--- src/rtl/wallace_multiplier_if.sv ---
`default_nettype none
// +-----------------------------------------------------------------------+
// | wallace_multiplier_if : operand/result bus for the 8x8 multiplier     |
// | Revision : 1.0                                                        |
// +-----------------------------------------------------------------------+
interface wallace_multiplier_if;
    logic        in_valid;
    logic [8:1]  a;
    logic [8:1]  b;
    logic        out_valid;
    logic [18:1] product;

    modport master (output in_valid, a, b, input  out_valid, product);
    modport slave  (input  in_valid, a, b, output out_valid, product);
endinterface
`default_nettype wire

--- src/rtl/wallace_multiplier.sv ---
`default_nettype none
// +-----------------------------------------------------------------------+
// | wallace_multiplier : 8x8 unsigned Wallace-tree multiplier, 2-cycle    |
// | latency, one product per clock. Revision : 1.0                        |
// +-----------------------------------------------------------------------+

module full_adder (
    input  logic x_i,
    input  logic y_i,
    input  logic z_i,
    output logic s_o,
    output logic c_o
);
    assign s_o = x_i ^ y_i ^ z_i;
    assign c_o = (x_i & y_i) | (x_i & z_i) | (y_i & z_i);
endmodule

module half_adder (
    input  logic x_i,
    input  logic y_i,
    output logic s_o,
    output logic c_o
);
    assign s_o = x_i ^ y_i;
    assign c_o = x_i & y_i;
endmodule

// One 3:2 compression of three 16-bit rows. The product never reaches 2^16,
// so a carry leaving bit 15 is always zero and is not generated.
module wallace_csa16 (
    input  logic [15:0] x_i,
    input  logic [15:0] y_i,
    input  logic [15:0] z_i,
    output logic [15:0] s_o,
    output logic [15:0] c_o
);
    assign c_o[0] = 1'b0;
    assign s_o[15] = x_i[15] ^ y_i[15] ^ z_i[15];

    generate
        for (genvar k = 0; k < 15; k++) begin : g_bit
            full_adder u_fa (
                .x_i (x_i[k]),
                .y_i (y_i[k]),
                .z_i (z_i[k]),
                .s_o (s_o[k]),
                .c_o (c_o[k+1])
            );
        end
    endgenerate
endmodule

module wallace_multiplier (
    input  logic                     clk,
    input  logic                     rst_n,
    wallace_multiplier_if.slave      bus
);
    logic [8:1]  a_q;
    logic [8:1]  b_q;
    logic        v_q;
    logic [18:1] product_q;
    logic [18:1] product_d;
    logic        out_valid_q;

    logic [15:0] w_pp [8];
    logic [15:0] w_l1 [6];
    logic [15:0] w_l2 [4];
    logic [15:0] w_l3 [3];
    logic [15:0] w_l4 [2];
    logic [15:0] w_sum;
    logic [15:1] w_cy;

    // Row j holds a_q gated by b_q[j+1], pre-shifted to weight 2^j.
    generate
        for (genvar j = 0; j < 8; j++) begin : g_pp
            assign w_pp[j] = {8'd0, a_q & {8{b_q[j+1]}}} << j;
        end
    endgenerate

    // 8 -> 6 rows
    wallace_csa16 u_l1_0 (.x_i(w_pp[0]), .y_i(w_pp[1]), .z_i(w_pp[2]), .s_o(w_l1[0]), .c_o(w_l1[1]));
    wallace_csa16 u_l1_1 (.x_i(w_pp[3]), .y_i(w_pp[4]), .z_i(w_pp[5]), .s_o(w_l1[2]), .c_o(w_l1[3]));
    assign w_l1[4] = w_pp[6];
    assign w_l1[5] = w_pp[7];

    // 6 -> 4 rows
    wallace_csa16 u_l2_0 (.x_i(w_l1[0]), .y_i(w_l1[1]), .z_i(w_l1[2]), .s_o(w_l2[0]), .c_o(w_l2[1]));
    wallace_csa16 u_l2_1 (.x_i(w_l1[3]), .y_i(w_l1[4]), .z_i(w_l1[5]), .s_o(w_l2[2]), .c_o(w_l2[3]));

    // 4 -> 3 -> 2 rows
    wallace_csa16 u_l3_0 (.x_i(w_l2[0]), .y_i(w_l2[1]), .z_i(w_l2[2]), .s_o(w_l3[0]), .c_o(w_l3[1]));
    assign w_l3[2] = w_l2[3];
    wallace_csa16 u_l4_0 (.x_i(w_l3[0]), .y_i(w_l3[1]), .z_i(w_l3[2]), .s_o(w_l4[0]), .c_o(w_l4[1]));

    // Final ripple adder; the carry row's LSB is always zero so bit 0 needs only a half adder.
    half_adder u_rca_ha (
        .x_i (w_l4[0][0]),
        .y_i (w_l4[1][0]),
        .s_o (w_sum[0]),
        .c_o (w_cy[1])
    );

    generate
        for (genvar k = 1; k < 15; k++) begin : g_rca
            full_adder u_fa (
                .x_i (w_l4[0][k]),
                .y_i (w_l4[1][k]),
                .z_i (w_cy[k]),
                .s_o (w_sum[k]),
                .c_o (w_cy[k+1])
            );
        end
    endgenerate

    assign w_sum[15] = w_l4[0][15] ^ w_l4[1][15] ^ w_cy[15];
    assign product_d = {2'b00, w_sum};

    always_ff @(posedge clk or negedge rst_n) begin
        if (!rst_n) begin
            a_q         <= '0;
            b_q         <= '0;
            v_q         <= 1'b0;
            product_q   <= '0;
            out_valid_q <= 1'b0;
        end else begin
            a_q         <= bus.a;
            b_q         <= bus.b;
            v_q         <= bus.in_valid;
            product_q   <= product_d;
            out_valid_q <= v_q;
        end
    end

    assign bus.product   = product_q;
    assign bus.out_valid = out_valid_q;
endmodule
`default_nettype wire

--- src/flat_wrapper.sv ---
// flat-port wrapper written by rule: the top's interface ports become plain ports
module wallace_multiplier_flat 
  (clk, rst_n, bus_in_valid, bus_a, bus_b, bus_out_valid, bus_product);
  wallace_multiplier_if bus_i ();
  input  logic clk;
  input  logic rst_n;
  input wire logic [$bits(bus_i.in_valid)-1:0] bus_in_valid;
  input wire logic [$bits(bus_i.a)-1:0] bus_a;
  input wire logic [$bits(bus_i.b)-1:0] bus_b;
  output wire logic [$bits(bus_i.out_valid)-1:0] bus_out_valid;
  output wire logic [$bits(bus_i.product)-1:0] bus_product;
  assign bus_i.in_valid = bus_in_valid;
  assign bus_i.a = bus_a;
  assign bus_i.b = bus_b;
  assign bus_out_valid = bus_i.out_valid;
  assign bus_product = bus_i.product;
  wallace_multiplier u_core (.clk(clk), .rst_n(rst_n), .bus(bus_i));
endmodule
--- config.mk ---
export PLATFORM = sky130hd
export DESIGN_NAME = wallace_multiplier_flat
export DESIGN_NICKNAME = d
export VERILOG_FILES = /design/src/rtl/wallace_multiplier_if.sv /design/src/rtl/wallace_multiplier.sv /design/src/flat_wrapper.sv
export SDC_FILE = /design/constraint.sdc
export NUM_CORES = 1
export LEC_CHECK = 0
export BUFFER_PORTS_ARGS = -buffer_cell sky130_fd_sc_hd__buf_2
export CORE_MARGIN = 2
export CORE_UTILIZATION = 40
export DETAILED_ROUTE_END_ITERATION = 12
export GPL_ROUTABILITY_DRIVEN = 0
export PLACE_DENSITY = 0.71
export REMOVE_ABC_BUFFERS = 1
export SYNTH_ARGS = -nofsm -noshare
export SYNTH_HDL_FRONTEND = slang
export SYNTH_SLANG_ARGS = --single-unit
--- constraint.sdc ---
create_clock -name clk -period 8.8 [get_ports clk]
set_input_delay 1.76 -clock clk [delete_from_list [all_inputs] [get_ports clk]]
set_output_delay 1.76 -clock clk [all_outputs]
set_load 0.1 [all_outputs]
## Yosys cells after proc, flatten, opt, wreduce, memory -nomap -nowiden

Cells that the tools add are included.

| storage, ports and cells | value |
|---|---|
| input port bits | 19 |
| logic and storage cells | 375 |
| flip-flop bits (word level) | 34 |
| RAM bits | 0 |
| ROM bits | 0 |
| bits in latches | 0 |
| memories kept | 0 |

| cells by class | value |
|---|---|
| reductions and logical operators | 0 |
| multipliers | 0 |
| equality and inequality tests | 0 |
| shift-type cells | 0 |
| bitwise logic cells | 370 |
| $add $sub $neg | 0 |
| order comparisons | 0 |
| divide/modulo/power cells | 0 |
| multiplexer cells | 0 |

Operator list:

| kind | number |
|---|---|
| $and 1x1->1 | 157 |
| $xor 1x1->1 | 111 |
| $or 1x1->1 | 94 |
| $and 8x8->8 | 8 |

## Longest topological paths before layout

| logic depth | value |
|---|---|
| depth after elaboration | 39 |
| gate-level depth with buffers | 20 |

## By module

From an unflattened synthesis, not the netlist that was laid out.

| unflattened totals | value |
|---|---|
| cell total of the unflattened synthesis | 225 |
| area, all modules | 3598.5 um2 |

By module, submodules not included:

| module | area an instance (um2) | times used | cells an instance |
|---|---|---|---|
| full_adder | 20.0 | 104 | 1 |
| wallace_multiplier | 1293.7 | 1 | 102 |
| wallace_csa16 | 35.0 | 6 | 3 |
| half_adder | 12.5 | 1 | 1 |

## Worst setup path after synthesis

Ideal clock, no wire load.

| timing | value |
|---|---|
| path type | register to register |
| start | register u_core.b_q[4] (netlist name) |
| end | register u_core.product_q, in the netlist u_core.bus.product[16] |
| path slack | 2.790 ns |
| stages on the path, launching flop included | 20 |
| library setup time | 0.122 ns |
| required time | 8.678 ns |
| arrival time | 5.888 ns |
| path through | dfrtp_1 -> nand2_1 -> fa_1 -> fa_1 -> inv_1 -> fa_1 -> ha_1 -> ha_1 -> inv_1 -> fa_1 -> fa_1 -> inv_1 -> fa_1 -> fa_1 -> fa_1 -> fa_1 -> fa_1 -> fa_1 -> fa_1 -> xor2_1 |

| between the ends | value |
|---|---|
| cells in the longest elaborated chain, start to end | 37 |
| elaborated cells on any way between the ends | 246 |
| those cells by class | bitwise: 246 |

RTL lines:

| element | RTL line | text |
|---|---|---|
| from (decl) | wallace_multiplier.sv:59 | `logic [8:1] b_q;` |
| from (signal assigned) | wallace_multiplier.sv:127 | `b_q <= bus.b;` |
| $and 8x8->8 (*) | wallace_multiplier.sv:76 | `assign w_pp[j] = {8'd0, a_q & {8{b_q[j+1]}}} << j;` |
| $xor 1x1->1 | wallace_multiplier.sv:14 | `assign s_o = x_i ^ y_i ^ z_i;` |
| $xor 1x1->1 or $and 1x1->1 (tied branches) | wallace_multiplier.sv:14, wallace_multiplier.sv:15 |  |
| $and 1x1->1 or $or 1x1->1 (tied branches) | wallace_multiplier.sv:15 | `assign c_o = (x_i & y_i) \| (x_i & z_i) \| (y_i & z_i);` |
| $or 1x1->1 | wallace_multiplier.sv:15 |  |
| $or 1x1->1, or another cell as far along | wallace_multiplier.sv:15 |  |
| $xor 1x1->1 or $or 1x1->1 (tied branches) (2 in series) | wallace_multiplier.sv:14, wallace_multiplier.sv:15 |  |
| $xor 1x1->1 or $and 1x1->1 (tied branches) | wallace_multiplier.sv:14, wallace_multiplier.sv:15 |  |
| (+21 left out) | -- |  |
| $and 1x1->1 | wallace_multiplier.sv:15 |  |
| $or 1x1->1 | wallace_multiplier.sv:15 |  |
| $or 1x1->1 (*) | wallace_multiplier.sv:15 |  |
| $and 1x1->1 | wallace_multiplier.sv:15 |  |
| $or 1x1->1 | wallace_multiplier.sv:15 |  |
| $or 1x1->1 (*) | wallace_multiplier.sv:15 |  |
| $xor 1x1->1 (*) | wallace_multiplier.sv:115 | `assign w_sum[15] = w_l4[0][15] ^ w_l4[1][15] ^ w_cy[15];` |
| named net u_core.product_d (one bit) | wallace_multiplier.sv:62 | `logic [18:1] product_d;` |
| to (signal assigned) | wallace_multiplier.sv:129 | `product_q <= product_d;` |
| to (decl) | wallace_multiplier.sv:61 | `logic [18:1] product_q;` |

The timed path passes the listed nets; every way through them passes the cells marked *.

## Worst setup path in the final report

Ends and elaborated chain as after synthesis.

==> load_flow_metrics.sql <==
INSERT INTO impl_metrics (metric_group, metric, value, unit) VALUES
('status', 'status', 'completed', ''),
('floorplanning', 'chipWidth', '83.3', 'um'),
('floorplanning', 'core-area', '5990', 'sq um'),
('timing', 'rsz_0062_raised_after_global_routing', 'false', ''),
('global_route', 'grt_first_pass_wirelength', '7090', 'um'),
('cells_and_area', 'finalInstanceArea', '2920', 'sq um'),
('timing', 'final_period_minus_worst_setup_slack', '6210', 'ps'),
('cells_and_area', 'fillCellCount', '539', ''),
('clocking', 'holdBufCountCts', '0', ''),
('cells_and_area', 'final_nets', '332', ''),
('critical_path', 'worst_setup_path_start_kind', 'flop', ''),
('cells_and_area', 'final_cell_mix', '47 x sky130_fd_sc_hd__fa_1, 44 x sky130_fd_sc_hd__inv_1, 37 x sky130_fd_sc_hd__and2_1', ''),
('timing', 'final_max_slew_viol_count', '0', ''),
('global_route', 'grt_util_all_layers', '0.129', ''),
('global_route', 'grt_start_max_net_pins', '35', ''),
('clocking', 'cts-buffers-inserted', '5', ''),
('synth', 'synth.ff_latch_count', '34', ''),
('critical_path', 'rr_worst_depth', '19', ''),
('critical_path', 'maximum_fanout_count_along_the_critical_path', '8', ''),
('synth', 'postSynthCellCount', '209', ''),
('synth', 'synth_top_area_cell', 'sky130_fd_sc_hd__fa_1', ''),
('hold_path', 'hold_depth', '0', ''),
('critical_path', 'cp_data_required_time', '8980', 'ps'),
('timing', 'final_hold_viol_count', '0', ''),
('cells_and_area', 'most_frequent_standard_cell_in_the_layout_excluding_fill_and_tap_cells', 'sky130_fd_sc_hd__fa_1', ''),
('cells_and_area', 'layout-drive-gt1-share', '0.171', ''),
('placed_design', 'portBuffers', '35', ''),
('detailed_routing', 'routed-via-count', '1474', ''),
('detailed_routing', 'routed_length_per_placed_instance', '12.1', 'um'),
('clocking', 'cts.repair_timing.setup_buffer_count', '0', ''),
('synth', 'synth_cell_type_count', '9', ''),
('clocking', 'cts.repair.resized', '0', ''),
('timing', 'fmax', '0.161', 'GHz'),
('synth', 'post-synth-top-area-fraction', '0.374', ''),
('floorplanning', 'design.portCount', '38', ''),
('synth', 'synth_area_leaders', 'sky130_fd_sc_hd__fa_1 37%, sky130_fd_sc_hd__dfrtp_1 34%, sky130_fd_sc_hd__and2_1 9.2%, sky130_fd_sc_hd__ha_1 8.0%, sky130_fd_sc_hd__inv_1 6.6%', ''),
('synth', 'synthesis.area', '2520', 'sq um'),
('clocking', 'cts.htree.levels', '2', ''),
('detailed_routing', 'drt-initial-drc-count', '35', ''),
('run', 'max_capacitance_violation_total', '0', ''),
('timing', 'setup_viol', '0', ''),
('detailed_routing', 'postRouteAntennaNets', '0', ''),
('critical_path', 'cp-end-kind', 'flop', ''),
('power_and_ir_drop', 'leakagePower', '1.52', 'nW'),
('detailed_routing', 'drt-vias-per-instance', '4.52', ''),
('placed_design', 'postPlaceCellArea', '2780', 'sq um'),
('synth', 'yosysWarnings', '0', ''),
('clocking', 'cts_tree', 'yes', ''),
('global_route', 'grt_antenna_before_repair', '0', ''),
('cells_and_area', 'area.growth.synth_to_final', '15.9', '%'),
('clocking', 'clkSlewWorstSetupHoldPaths', '70', 'ps'),
('detailed_routing', 'drt_drc_violations_left', '0', ''),
('critical_path', 'crit_arrival', '6390', 'ps'),
('floorplanning', 'design.die.area', '6940', 'sq um'),
('detailed_routing', 'wl', '3950', 'um'),
('timing', 'tns', '0', 'ps'),
('synth', 'synth.avg_cell_area', '12.0', 'sq um'),
('clocking', 'root_buffer_cell', 'sky130_fd_sc_hd__clkbuf_8', ''),
('hold_path', 'worst_hold_path_type', 'reg2reg', ''),
('synth', 'yosysSeqAreaShare', '0.338', ''),
('critical_path', 'critPathKind', 'reg2reg', ''),
('timing', 'worst_slew_margin_rel', '0.505', ''),
('floorplanning', 'initial_utilization', '0.420', ''),
('timing', 'worst_slew_pin_slew', '743', 'ps'),
('cells_and_area', 'antenna_cells_inserted', '0', ''),
('placed_design', 'detailedPlacementHpwl', '3250', 'um'),
('timing', 'clock_skew', '5.43', 'ps'),
('timing', 'finalCritPeriodShare', '0.705', ''),
('clocking', 'tritoncts_num_sinks', '34', ''),
('floorplanning', 'std_cell_rows', '28', ''),
('clocking', 'clockBufferDepth', '2', ''),
('global_route', 'via_count_of_the_first_global_routing_pass', '1646', ''),
('global_route', 'grt.overflow.total', '0', ''),
('detailed_routing', 'detail_route.first_pass.iterations', '4', ''),
('floorplanning', 'chipHeight', '83.3', 'um'),
('power_and_ir_drop', 'power', '820', 'uW'),
('clocking', 'clk_latency', '290', 'ps'),
('power_and_ir_drop', 'cellPowerDensity', '281', 'nW/um^2'),
('power_and_ir_drop', 'worst_ir_drop_vdd', '0.000159', 'V');
==> metal layers <==
metal  GRT usage  part of all wire  vias up
li1            -                 -      678
met1       0.147              0.41      751
met2       0.231              0.52       35
met3      0.0288             0.040       10
met4      0.0596             0.026        0
met5           0                 0        -
==> final timing paths <==
kind	startpoint	slack [ps]	endpoint
setup / recovery	u_core.b_q[4]	2590	u_core.bus.product[16]
hold / removal	u_core.v_q	350	u_core.bus.out_valid
setup reg to reg	u_core.b_q[4]	2590	u_core.bus.product[16]
hold reg to reg	u_core.v_q	350	u_core.bus.out_valid
max in group asynchronous	rst_n	6800	u_core.a_q[7]
min in group asynchronous	rst_n	1530	u_core.bus.product[9]
==> power by group <==
group          internal, mW  switching (mW)  leakage (nW)
Sequential            0.192          0.0131         0.401
Clock                 0.121          0.0589        0.0714
Combinational         0.103           0.332          1.04
==> cell type report <==
cell class	instances	area (sq um)	area share
multi-input combinational	130	1490	0.511
clock inverter	2	60.1	0.0206
inverter	44	165	0.0566
sequential	34	851	0.292
tap	75	93.8	0.0322
clock buffer	6	82.6	0.0283
timing repair buffer	35	175	0.0600
==> flip-flops by register name, indices dropped and copies added (netlist names) <==
| signal | cells |
|---|---|
| u_core.a_q | 8 |
| u_core.bus.out_valid | 1 |
| u_core.b_q | 8 |
| u_core.v_q | 1 |
| u_core.bus.product | 16 |
==> worst max-delay path: stages (launching register included) <==
cell and delay (ps):
sky130_fd_sc_hd__dfrtp_1 470, sky130_fd_sc_hd__nand2_1 120, sky130_fd_sc_hd__fa_1 510, sky130_fd_sc_hd__fa_1 550, sky130_fd_sc_hd__inv_1 50, sky130_fd_sc_hd__fa_1 470, sky130_fd_sc_hd__ha_1 310, sky130_fd_sc_hd__ha_1 190
sky130_fd_sc_hd__inv_1 60, sky130_fd_sc_hd__fa_1 180, sky130_fd_sc_hd__fa_1 160, sky130_fd_sc_hd__inv_1 50, sky130_fd_sc_hd__fa_1 410, sky130_fd_sc_hd__fa_1 460, sky130_fd_sc_hd__fa_1 410, sky130_fd_sc_hd__fa_1 380
sky130_fd_sc_hd__fa_1 380, sky130_fd_sc_hd__fa_1 380, sky130_fd_sc_hd__fa_1 380, sky130_fd_sc_hd__xor2_1 170
==> metrics by stage <==
stage	utilization	worst slack (ps)	hold WS [ps]	cells
after floorplan	-	2790	331	208
after global placement	0.463	2620	335	318
after detailed placement	0.463	2570	337	318
after CTS	0.487	2550	355	326
after global routing	0.487	2340	361	326
final	0.487	2590	352	326
==> logic make-up (layout without fill, tap and decap cells) <==
group	Yosys count	count (layout)	synth area share
and+or+nand+nor	64	64	0.132
adders and majority gates	63	63	0.453
DFF	34	34	0.338
xor gates and xnor gates	1	1	0.00348
buffers and inverters	46	87	0.0716
other	1	2	0.00149
==> synthesized netlist by cell type (all sizes together) <==
master / number
buf: 2
nand2: 27
dfrtp: 34
inv: 44
conb: 1
fa: 47
and2: 37
xor2: 1
ha: 16
Note: power is estimated with default switching activity, not from simulation.
